`config.mk`:
```
export PLATFORM = sky130hd
export DESIGN_NAME = instruction_fetch_flat
export DESIGN_NICKNAME = d
export VERILOG_FILES = /design/src/rtl/instruction_fetch_if.sv /design/src/rtl/instruction_fetch.sv /design/src/flat_wrapper.sv
export SDC_FILE = /design/constraint.sdc
export NUM_CORES = 1
export LEC_CHECK = 0
export ABC_AREA = 1
export ABC_CLOCK_PERIOD_IN_PS = 9000
export CAP_MARGIN = 20
export CORE_MARGIN = 3
export CORE_UTILIZATION = 54
export CTS_CLUSTER_SIZE = 14
export DETAILED_ROUTE_END_ITERATION = 10
export PLACE_DENSITY = 0.86
export SLEW_MARGIN = 20
export SYNTH_ARGS = -nofsm -noshare
export SYNTH_HDL_FRONTEND = slang
export SYNTH_SLANG_ARGS = --single-unit
```
`constraint.sdc`:
```
create_clock -name clk -period 9 [get_ports clk]
set_clock_uncertainty 0.05 [all_clocks]
set_input_delay 1.8 -clock clk [delete_from_list [all_inputs] [get_ports clk]]
set_output_delay 1.8 -clock clk [all_outputs]
set_load 0.005 [all_outputs]
```
`src/rtl/instruction_fetch_if.sv`:
```
// Instruction-memory request/response bus between the fetch stage (master)
// and instruction memory (slave).
interface instruction_fetch_if;
  logic        imem_req;
  logic [31:0] imem_addr;
  logic        imem_ready;
  logic        imem_rvalid;
  logic [31:0] imem_rdata;

  modport master (
    output imem_req,
    output imem_addr,
    input  imem_ready,
    input  imem_rvalid,
    input  imem_rdata
  );

  modport slave (
    input  imem_req,
    input  imem_addr,
    output imem_ready,
    output imem_rvalid,
    output imem_rdata
  );
endinterface

```
`src/rtl/instruction_fetch.sv`:
```
// Fetch stage: PC, single-outstanding imem reads, fetch buffer feeding decode.
// Optional FETCH_PERF_EN builds the delivered-instruction counter behind fetch_count.
module instruction_fetch #(
  parameter logic [31:0] RESET_PC = 32'h0000_0000,
  parameter int unsigned DEPTH    = 2
) (
  input  logic                       clk,
  input  logic                       rst_n,
  instruction_fetch_if.master        imem,
  input  logic                       redirect,
  input  logic [31:0]                redirect_pc,
  output logic [31:0]                code,
  output logic [31:0]                pc_out,
  output logic                       code_valid,
  input  logic                       decode_ready,
  output logic [31:0]                fetch_count
);

  localparam int unsigned   PW      = (DEPTH > 1) ? $clog2(DEPTH) : 1;
  localparam int unsigned   CW      = $clog2(DEPTH + 1);
  localparam logic [CW-1:0] DEPTH_C = CW'(DEPTH);
  localparam logic [PW-1:0] LAST    = PW'(DEPTH - 1);

  typedef enum logic [1:0] {IDLE, WAIT, DROP} state_t;

  state_t        state;
  state_t        next_state;
  logic [31:0]   fetch_pc;
  logic [31:0]   req_pc;
  logic [PW-1:0] rd_ptr;
  logic [PW-1:0] wr_ptr;
  logic [CW-1:0] count;
  logic [31:0]   buf_pc   [DEPTH];
  logic [31:0]   buf_code [DEPTH];
  logic          req;
  logic          accept;
  logic          push;
  logic          pop;

  function automatic logic [PW-1:0] bump(input logic [PW-1:0] p);
    return (p == LAST) ? '0 : p + PW'(1);
  endfunction

  assign code_valid     = (count != '0);
  assign pop            = code_valid && decode_ready && !redirect;
  assign accept         = req && imem.imem_ready;
  assign imem.imem_req  = req;
  assign imem.imem_addr = fetch_pc;
  assign code           = code_valid ? buf_code[rd_ptr] : 32'h0;
  assign pc_out         = code_valid ? buf_pc[rd_ptr]   : 32'h0;

  always_ff @(posedge clk) begin
    if (!rst_n) state <= IDLE;
    else        state <= next_state;
  end

  // A response arriving in DROP always ends the drain, even alongside a new
  // redirect; otherwise the stage would wait forever for a second response.
  always_comb begin
    next_state = state;
    req        = 1'b0;
    push       = 1'b0;
    unique case (state)
      IDLE: begin
        req = rst_n && !redirect && (count < DEPTH_C);
        if (req && imem.imem_ready) next_state = WAIT;
      end
      WAIT: begin
        if (imem.imem_rvalid) begin
          push       = !redirect;
          next_state = IDLE;
        end else if (redirect) begin
          next_state = DROP;
        end
      end
      DROP: begin
        if (imem.imem_rvalid) next_state = IDLE;
      end
      default: next_state = IDLE;
    endcase
  end

  always_ff @(posedge clk) begin
    if (!rst_n) begin
      fetch_pc <= RESET_PC & ~32'h3;
      req_pc   <= 32'h0;
      rd_ptr   <= '0;
      wr_ptr   <= '0;
      count    <= '0;
    end else if (redirect) begin
      fetch_pc <= redirect_pc & ~32'h3;
      rd_ptr   <= '0;
      wr_ptr   <= '0;
      count    <= '0;
    end else begin
      if (accept) begin
        req_pc   <= fetch_pc;
        fetch_pc <= fetch_pc + 32'd4;
      end
      if (push) wr_ptr <= bump(wr_ptr);
      if (pop)  rd_ptr <= bump(rd_ptr);
      unique case ({push, pop})
        2'b10:   count <= count + CW'(1);
        2'b01:   count <= count - CW'(1);
        default: count <= count;
      endcase
    end
  end

  always_ff @(posedge clk) begin
    if (push) begin
      buf_pc[wr_ptr]   <= req_pc;
      buf_code[wr_ptr] <= imem.imem_rdata;
    end
  end

`ifdef FETCH_PERF_EN
  logic [31:0] perf_count;

  always_ff @(posedge clk) begin
    if (!rst_n)   perf_count <= 32'h0;
    else if (pop) perf_count <= perf_count + 32'd1;
  end

  assign fetch_count = perf_count;
`else
  assign fetch_count = 32'h0;
`endif

endmodule

```
`src/flat_wrapper.sv`:
```
// flat-port wrapper written by rule: the top's interface ports become plain ports
module instruction_fetch_flat 
#(
  parameter logic [31:0] RESET_PC = 32'h0000_0000,
  parameter int unsigned DEPTH    = 2
)
  (clk, rst_n, redirect, redirect_pc, code, pc_out, code_valid, decode_ready, fetch_count, imem_imem_req, imem_imem_addr, imem_imem_ready, imem_imem_rvalid, imem_imem_rdata);
  instruction_fetch_if imem_i ();
  input  logic clk;
  input  logic rst_n;
  input  logic redirect;
  input  logic [31:0] redirect_pc;
  output logic [31:0] code;
  output logic [31:0] pc_out;
  output logic code_valid;
  input  logic decode_ready;
  output logic [31:0] fetch_count;
  output wire logic [$bits(imem_i.imem_req)-1:0] imem_imem_req;
  output wire logic [$bits(imem_i.imem_addr)-1:0] imem_imem_addr;
  input wire logic [$bits(imem_i.imem_ready)-1:0] imem_imem_ready;
  input wire logic [$bits(imem_i.imem_rvalid)-1:0] imem_imem_rvalid;
  input wire logic [$bits(imem_i.imem_rdata)-1:0] imem_imem_rdata;
  assign imem_imem_req = imem_i.imem_req;
  assign imem_imem_addr = imem_i.imem_addr;
  assign imem_i.imem_ready = imem_imem_ready;
  assign imem_i.imem_rvalid = imem_imem_rvalid;
  assign imem_i.imem_rdata = imem_imem_rdata;
  instruction_fetch #(.RESET_PC(RESET_PC), .DEPTH(DEPTH)) u_core (.clk(clk), .rst_n(rst_n), .imem(imem_i), .redirect(redirect), .redirect_pc(redirect_pc), .code(code), .pc_out(pc_out), .code_valid(code_valid), .decode_ready(decode_ready), .fetch_count(fetch_count));
endmodule
```
==> results_dict.tcl, run 1 <==
set metrics [dict create \
    clock_power_share_pct 41.0 \
    number_of_global_route_vias_before_repair 6000 \
    dp_hpwl_um 12400 \
    worst_setup_hold_path_clk_slew_ns 0.06 \
    power.leakage_nw 3.85 \
    actual_transition_at_the_worst_max_transition_pin_ns 0.930 \
    cts_buffer_depth 2 \
    postCtsSetupRepairBufs 0 \
    synth_flop_cell "sky130_fd_sc_hd__edfxtp_1" \
    worstHoldPathType "register to register" \
    grt_setup_unrepaired "no" \
    pwr-share-seq_pct 52.8 \
    slew_headroom_pct 37.8 \
    numClockSinks 191 \
    worst_setup_sp "rst_n" \
    criticalPathCategory "primary input to output port" \
    die_height_um 131 \
    postSynthAreaPerCell_um2 9.47 \
    timing_max_transition_violations_final 0 \
    crit_path_required_time_ns 7.15 \
    timing.critical_path.slowest_cell_delay_ns 1.08 \
    outcome "completed" \
    timing.final.setup_violations 0 \
    fp.coreArea_mm2 0.0149 \
    synth_enable_flop_cells 124 \
    initial_antenna_violation_count 0 \
    stdcell_area_mm2 0.0106 \
    crit_path_cell_trace "clkdlybuf4s50_1 -> nand2_4 -> nor3_1 -> clkdlybuf4s50_1" \
    number_of_clock_buffers_inserted_by_tritoncts 17 \
    detailedRoute.firstPassIterationCount 5 \
    port_buffers 161 \
    cell_area_after_placement_mm2 0.00993 \
    timing.rr.end "u_core.imem.imem_addr[12]" \
    dr.first_iter.drc_count 368 \
    place_congestion 0.927 \
    routed_via_density 5.35 \
    finalSetupTns_ns 0 \
    gr-usage-all-layers_pct 22.3 \
    cell_types_occupying_the_most_area_after_synthesis "sky130_fd_sc_hd__edfxtp_1, sky130_fd_sc_hd__dfxtp_1, sky130_fd_sc_hd__nand2_1" \
    finalCritPeriodShare_pct 62.0 \
    max-cap-violations 0 \
    cellPowerDensity_mw_per_mm2 173 \
    top_level_ports 200 \
    p_comb_share_pct 6.1 \
    crit_path_max_fanout 20 \
    drc_markers 0 \
    async_flop_share_pct 0 \
    clock_tree_root "sky130_fd_sc_hd__clkbuf_16" \
    worstReg2RegStart "u_core.state[1]" \
    ctsHtreeMaxLevel 4 \
    post_cts_resized 0 \
    synthTopCellsByCount "sky130_fd_sc_hd__nand2_1, sky130_fd_sc_hd__edfxtp_1, sky130_fd_sc_hd__a21oi_1" \
    area.growth.synth_to_final_pct 26.0 \
    nets 1102 \
    clock.fmax_mhz 179 \
    final_core_util_pct 71.1 \
    cpMostUsedCell "sky130_fd_sc_hd__clkdlybuf4s50_1" \
    worst_skew_pair.late_latency_ns 0.43 \
    route.detailed.wl_per_inst_um 15.7 \
    die_area_mm2 0.0170 \
    grt_start_max_net_pins 64 \
    hold_viol 0 \
    setup.worst_path.end_class "output port" \
    ctsHoldBuffers 0 \
    seq_total_area_yosys_pct 60.4 \
    routed_wirelength_um 19300 \
    start_util_pct 56.4 \
    timing.hold.worst_endpoint "u_core.buf_pc[0][21]" \
    placement_row_count 44 \
    synthesis.yosys.warnings 0 \
    worstSetupStartpointType "primary input" \
    postRouteAntennaNets 0 \
    switching_share_pct 21.3 \
    mapped_area_mm2 0.00838 \
    cp_slowest_cell "sky130_fd_sc_hd__clkdlybuf4s50_1" \
    cts_tree "yes" \
    die-width_um 131 \
    synthDistinctLibCells 40 \
    grt_first_pass_wirelength_um 29400 \
    hold-path-cell-count 0 \
    rr_worst_depth 8 \
    post_synth_inst_count 885 \
    period_needed_ns 5.58 \
    psw_uw 389 \
    synthDominantCellAreaShare_pct 44.4 \
    power_report.internal_total_mw 1.44 \
    count_of_fill_cells_added_during_filler_insertion 1057 \
    grt-ovfl-total 0 \
    ir_worst_vdd_mv 0.129 \
    synth.most_common_cell "sky130_fd_sc_hd__nand2_1" \
    crit_arrival_ns 3.73 \
    reg2reg_setup_slack_ns 6.55 \
    insertedDiodeCount 0 \
    final_layout_size_suffix_gt1_share_pct 6.14 \
    postSynthRegisterBits 191 \
    synthDominantAreaCellType "sky130_fd_sc_hd__edfxtp_1" \
    hold_path.startpoint "u_core.req_pc[21]" \
    dr_total_vias 6559 \
]
-- placed cells by master (no fill, tap or decap), types with 25 or more instances in the layout --
cell type                         count
sky130_fd_sc_hd__clkdlybuf4s50_1    161
sky130_fd_sc_hd__inv_1               51
sky130_fd_sc_hd__o21ai_0             25
sky130_fd_sc_hd__nand3_1             27
sky130_fd_sc_hd__edfxtp_1           124
sky130_fd_sc_hd__nor2_1              55
sky130_fd_sc_hd__a21oi_1            101
sky130_fd_sc_hd__conb_1              36
sky130_fd_sc_hd__nand2_1            270
sky130_fd_sc_hd__dfxtp_1             66
-- area by class of cell --
cell class	count	area [um2]	share of cell area, %
clock inverter	9	91.3	0.865
timing repair buffer	168	1680	15.9
sequential	191	5070	48.0
inverter	56	211	2.00
clock buffer	22	508	4.81
multi-input combinational	596	2770	26.2
tap	184	230	2.18
-- registers in the layout (all words and copies together) (netlist names), named ones only --
signal / count
u_core.buf_code: 64
u_core.buf_pc: 60
u_core.imem.imem_addr: 30
u_core.req_pc: 30
u_core.count: 2
u_core.state: 2
u_core.rd_ptr: 1
u_core.wr_ptr: 1
-- power groups by stage --
stage	Clock, mW	Combinational [mW]	Sequential (mW)
after CTS	0.759	0.111	0.963
after detailed placement	0	0.110	0.982
after floorplan	0	0.0635	0.977
after global placement	0	0.107	0.981
after global routing	0.789	0.123	0.965
final	0.749	0.112	0.964
-- worst max path at each step --
stage,slack (ns),to,cells past startpoint
floorplan,3.52,u_core.buf_code[0][0],5
global placement,3.45,imem_imem_req,4
detailed placement,3.44,imem_imem_req,4
CTS,3.42,imem_imem_req,4
global route,3.34,imem_imem_req,4
finish,3.42,imem_imem_req,4
-- routing by layer --
metal  GRT usage, %  share of wire (%)
met5              0                  0
met4           8.71                2.1
met3           4.96                9.2
met2           36.4                 47
met1           29.1                 42
-- critical path, delay by kind of cell --
family | cells | cell delay [ns]
AND/OR/NAND/NOR | 2 | 0.32
buffers and inverters | 2 | 1.60
-- logic make-up after synthesis --
kind of cell               synth area share, %
AOI/OAI and AO/OA                         9.88
DFF                                       60.4
buffers and inverters                     8.33
and+or+nand+nor                           20.4
adders and majority gates                0.299
other                                   0.0448
xor gates and xnor gates                 0.627
-- through the flow --
stage                     power, mW  std cells  hold slack [ns]  worst slack, ns
after floorplan                1.04        920            0.370             3.52
after global placement         1.09       1194            0.383             3.45
after detailed placement       1.09       1194            0.388             3.44
after CTS                      1.83       1225            0.405             3.42
after global routing           1.88       1226            0.416             3.34
final                          1.82       1226            0.406             3.42
(Power assumes the default switching activity.)
==> run 2, diff against run 1 <==
- ABC_CLOCK_PERIOD_IN_PS: 9000 -> 4800
- CORE_UTILIZATION: 54 -> 45
- PLACE_DENSITY: 0.86 -> 0.76
- clock period: 9 -> 4.8 ns (I/O delays scaled with it)
==> results_dict.tcl, run 2 (synthesis gave the netlist of run 1 again) <==
set metrics [dict create \
    place_congestion 0.865 \
    postCtsSetupRepairBufs 0 \
    worstSetupStartpointType "register" \
    worstHoldPathType "register to register" \
    number_of_global_route_vias_before_repair 5930 \
    cts_tree "yes" \
    die_area_mm2 0.0203 \
    setup.worst_path.end_class "output port" \
    post_cts_resized 0 \
    numClockSinks 191 \
    nets 1103 \
    reg2reg_setup_slack_ns 2.39 \
    cellPowerDensity_mw_per_mm2 319 \
    routed_wirelength_um 19400 \
    crit_arrival_ns 2.60 \
    finalCritPeriodShare_pct 75.2 \
    period_needed_ns 3.61 \
    clock_tree_root "sky130_fd_sc_hd__clkbuf_16" \
    finalSetupTns_ns 0 \
    final_layout_size_suffix_gt1_share_pct 6.23 \
    criticalPathCategory "register to output port" \
    timing_max_transition_violations_final 0 \
    max-cap-violations 0 \
    cts_buffer_depth 2 \
    gr-usage-all-layers_pct 18.9 \
    initial_antenna_violation_count 0 \
    slew_headroom_pct 39.1 \
    crit_path_required_time_ns 3.79 \
    actual_transition_at_the_worst_max_transition_pin_ns 0.912 \
    fp.coreArea_mm2 0.0181 \
    area.growth.synth_to_final_pct 26.3 \
    worst_setup_hold_path_clk_slew_ns 0.07 \
    worst_skew_pair.late_latency_ns 0.42 \
    max_flop_register "u_core.buf_code" \
    grt_setup_unrepaired "no" \
    cp_slowest_cell "sky130_fd_sc_hd__nor2_4" \
    power.leakage_nw 3.84 \
    timing.final.setup_violations 0 \
    dr_total_vias 6430 \
    detailedRoute.firstPassIterationCount 6 \
    grt_first_pass_wirelength_um 30300 \
    multi_input_area_mm2 0.00277 \
    hold_viol 0 \
    port_buffers 161 \
    register_area_mm2 0.00507 \
    ir_worst_vdd_mv 0.236 \
    largest_registers "u_core.buf_code (64), u_core.buf_pc (60)" \
    route.detailed.wl_per_inst_um 15.2 \
    grt_start_max_net_pins 63 \
    die-width_um 142 \
    ctsHtreeMaxLevel 4 \
    routed_via_density 5.05 \
    largest_reg_flops 64 \
    outcome "completed" \
    grt-ovfl-total 0 \
    final_cell_mix "sky130_fd_sc_hd__nand2_1, sky130_fd_sc_hd__clkdlybuf4s50_1, sky130_fd_sc_hd__edfxtp_1" \
    postRouteAntennaNets 0 \
    insertedDiodeCount 0 \
    placement_row_count 49 \
    clock.fmax_mhz 277 \
    crit_path_cell_trace "nor2_4 -> buf_4 -> a21oi_1 -> clkdlybuf4s50_1" \
    dp_hpwl_um 12700 \
    start_util_pct 46.2 \
    count_of_fill_cells_added_during_filler_insertion 1580 \
    most_common_cell_after_layout_fill_and_taps_aside "sky130_fd_sc_hd__nand2_1" \
    top_level_ports 200 \
    dr.first_iter.drc_count 348 \
    crit_path_max_fanout 34 \
    total_power_mw 3.38 \
    ctsHoldBuffers 0 \
    number_of_clock_buffers_inserted_by_tritoncts 17 \
    drc_markers 0 \
    timing.critical_path.slowest_cell_delay_ns 0.71 \
    die_height_um 142 \
]
-- run 2: final timing paths --
kind                startpoint              endpoint  cells past startpoint
max            u_core.count[1]              code[14]                      4
min          u_core.req_pc[19]  u_core.buf_pc[1][19]                      0
max reg2reg    u_core.count[1]       u_core.count[1]                      9
min reg2reg  u_core.req_pc[19]  u_core.buf_pc[1][19]                      0
-- run 2: routing by layer --
| metal | vias up | share of wire (%) | GRT usage [%] |
|---|---|---|---|
| li1 | 3178 | - | - |
| met1 | 2983 | 46 | 26.1 |
| met2 | 243 | 45 | 30.0 |
| met3 | 26 | 7.0 | 4.07 |
| met4 | 0 | 1.7 | 6.10 |
| met5 | - | 0 | 0 |
-- run 2: power by group --
part | total, mW | internal (mW) | leakage (nW) | switching, mW
registers | 1.81 | 1.77 | 1.65 | 0.0348
clock network | 1.36 | 0.766 | 0.277 | 0.599
logic | 0.209 | 0.109 | 1.91 | 0.100
-- run 2: area by class of cell --
cell class,instances,share of cell area [%]
sequential,191,47.9
multi-input combinational,596,26.2
timing repair buffer,169,15.8
clock buffer,22,4.49
tap,229,2.71
inverter,56,2.02
clock inverter,10,0.946
-- run 2: stage by stage --
step                util, %  setup WS, ns  cells  hold slack, ns  instance area (um2)
floorplan                 -         0.164    920           0.370                 8510
global placement       55.1          1.28   1241           0.383                10000
detailed placement     55.2          1.22   1241           0.391                10000
CTS                    58.3          1.12   1273           0.407                10600
global route           58.3          1.02   1273           0.423                10600
finish                 58.3          1.19   1273           0.408                10600
-- run 2: critical path: cells and delay by family, from the launching register on --
family,cells,cell delay (ns)
flops,1,0.39
simple gates,1,0.71
buf+inv,2,0.94
compound gates,1,0.12
==> RTL edit: new RTL, flow settings as in run 2 <==
`DEPTH` is set to 2 in 2 places; all go to 4.
--- a/src/rtl/instruction_fetch.sv
+++ b/src/rtl/instruction_fetch.sv
@@ -2,7 +2,7 @@
 // Optional FETCH_PERF_EN builds the delivered-instruction counter behind fetch_count.
 module instruction_fetch #(
   parameter logic [31:0] RESET_PC = 32'h0000_0000,
-  parameter int unsigned DEPTH    = 2
+  parameter int unsigned DEPTH    = 4
 ) (
   input  logic                       clk,
   input  logic                       rst_n,
--- a/src/flat_wrapper.sv
+++ b/src/flat_wrapper.sv
@@ -2,7 +2,7 @@
 module instruction_fetch_flat 
 #(
   parameter logic [31:0] RESET_PC = 32'h0000_0000,
-  parameter int unsigned DEPTH    = 2
+  parameter int unsigned DEPTH    = 4
 )
   (clk, rst_n, redirect, redirect_pc, code, pc_out, code_valid, decode_ready, fetch_count, imem_imem_req, imem_imem_addr, imem_imem_ready, imem_imem_rvalid, imem_imem_rdata);
   instruction_fetch_if imem_i ();
Check against the original RTL: not equivalent (a bounded check fails within 10 cycles, from zero or initial values and one cycle with rst_n low).
==> RTL edit against run 2 <==
  * Wire length up 62%
  * Setup slack got worse by 0.53 ns
  * Total power up 73%
  * Sequential cell count is 128 higher
  * Via count increased by 53%
  * Sequential power is 68% higher
  * Count of clock-buffer cells in the layout is 24 higher
  * Clock power is 88% higher
  * Final area rose by 56%
  * Area after synthesis rose by 62%
  * Critical path type unchanged
  * Largest power group unchanged
==> RTL edit: results (changes against run 2) <==
Final GP Congestion 0.936 (+8.2%); reg2reg path depth 7 (-2); run status complete, no violations; Netlist cell types 37 (-7.5%); Pre-antenna DRT Iters 5 (-1); Final Core Density 56.7% (-1.7 points); min-delay src u_core.count[0]; post-DP HPWL 18.9 mm (+49%); P_leak 5.78 nW (+51%); DR iter-0 viols 702 (+100%); worst r2r src u_core.state[0]; post-synthesis sequential area ratio 65.4% (+5.0 points); Post-Syn Instances 1335 (+51%); Pint 4.68 mW (+77%); Num CTS Buffers 34 (+17); placed insts 1826 (+47%); hold path endpoint u_core.count[0]; biggest regs u_core.buf_code (128), u_core.buf_pc (120); worst-case clock buffer depth 3 (+1); largest net degree at the start of global routing 95 (+51%); Hold WS 0.416 ns (+0.00751 ns); share of cells above drive strength 1 6.13% (-0.097 points); Post-synth EDFFs 248 (+100%); Worst-Margin Slew 0.824 ns (-0.0883 ns); worst skew pair latency 0.50 ns (+0.08 ns); worst slack at placement 1.11 ns (-0.107 ns)
## RTL edit: worst max path at each step
stage               startpoint               endpoint  slack [ns]  cells past startpoint
global route              flop              pc_out[4]        0.46                      6
CTS                       flop               code[18]        0.62                      6
floorplan             redirect  u_core.buf_code[0][0]        0.23                      4
global placement      redirect          imem_imem_req        1.13                      6
detailed placement    redirect        u_core.count[2]        1.11                     11
finish                    flop               code[18]        0.66                      6
## RTL edit: power by group through the flow
| stage | clock (mW) | sequential, mW | combinational [mW] |
|---|---|---|---|
| final | 2.56 | 3.04 | 0.241 |
| after global routing | 2.72 | 3.04 | 0.268 |
| after CTS | 2.61 | 3.04 | 0.241 |
| after detailed placement | 0 | 3.10 | 0.238 |
| after global placement | 0 | 3.10 | 0.234 |
| after floorplan | 0 | 3.08 | 0.130 |
## RTL edit: layout make-up
class / instances / area share (%)
Clock buffer: 46 / 5.79
Clock inverter: 13 / 0.908
Inverter: 58 / 1.36
Multi-Input combinational cell: 888 / 24.5
Sequential cell: 319 / 53.7
Tap cell: 384 / 2.91
Timing Repair Buffer: 177 / 10.9
## RTL edit: critical path, cell delays in order, from the launching register on
cell	delay, ns
dfxtp_2	0.70
inv_2	0.47
buf_4	0.42
nor2_1	0.18
o21ai_0	0.10
a21oi_1	0.18
clkdlybuf4s50_1	0.53
## RTL edit: layer usage
metal,part of all wire [%],global-route usage [%],vias to the layer above
met1,43,25.2,4635
met5,0,0,-
li1,-,-,4763
met3,7.2,3.62,57
met2,48,32.3,374
met4,2.4,5.35,0
## RTL edit: cells by family after synthesis
group,synth area share [%]
AO/OA/AOI/OAI,10.8
XOR/XNOR,0.517
adder cells (fa/ha/maj),0.793
buffers and inverters,5.94
flip-flops,65.4
other,0.0277
AND/OR/NAND/NOR,16.5
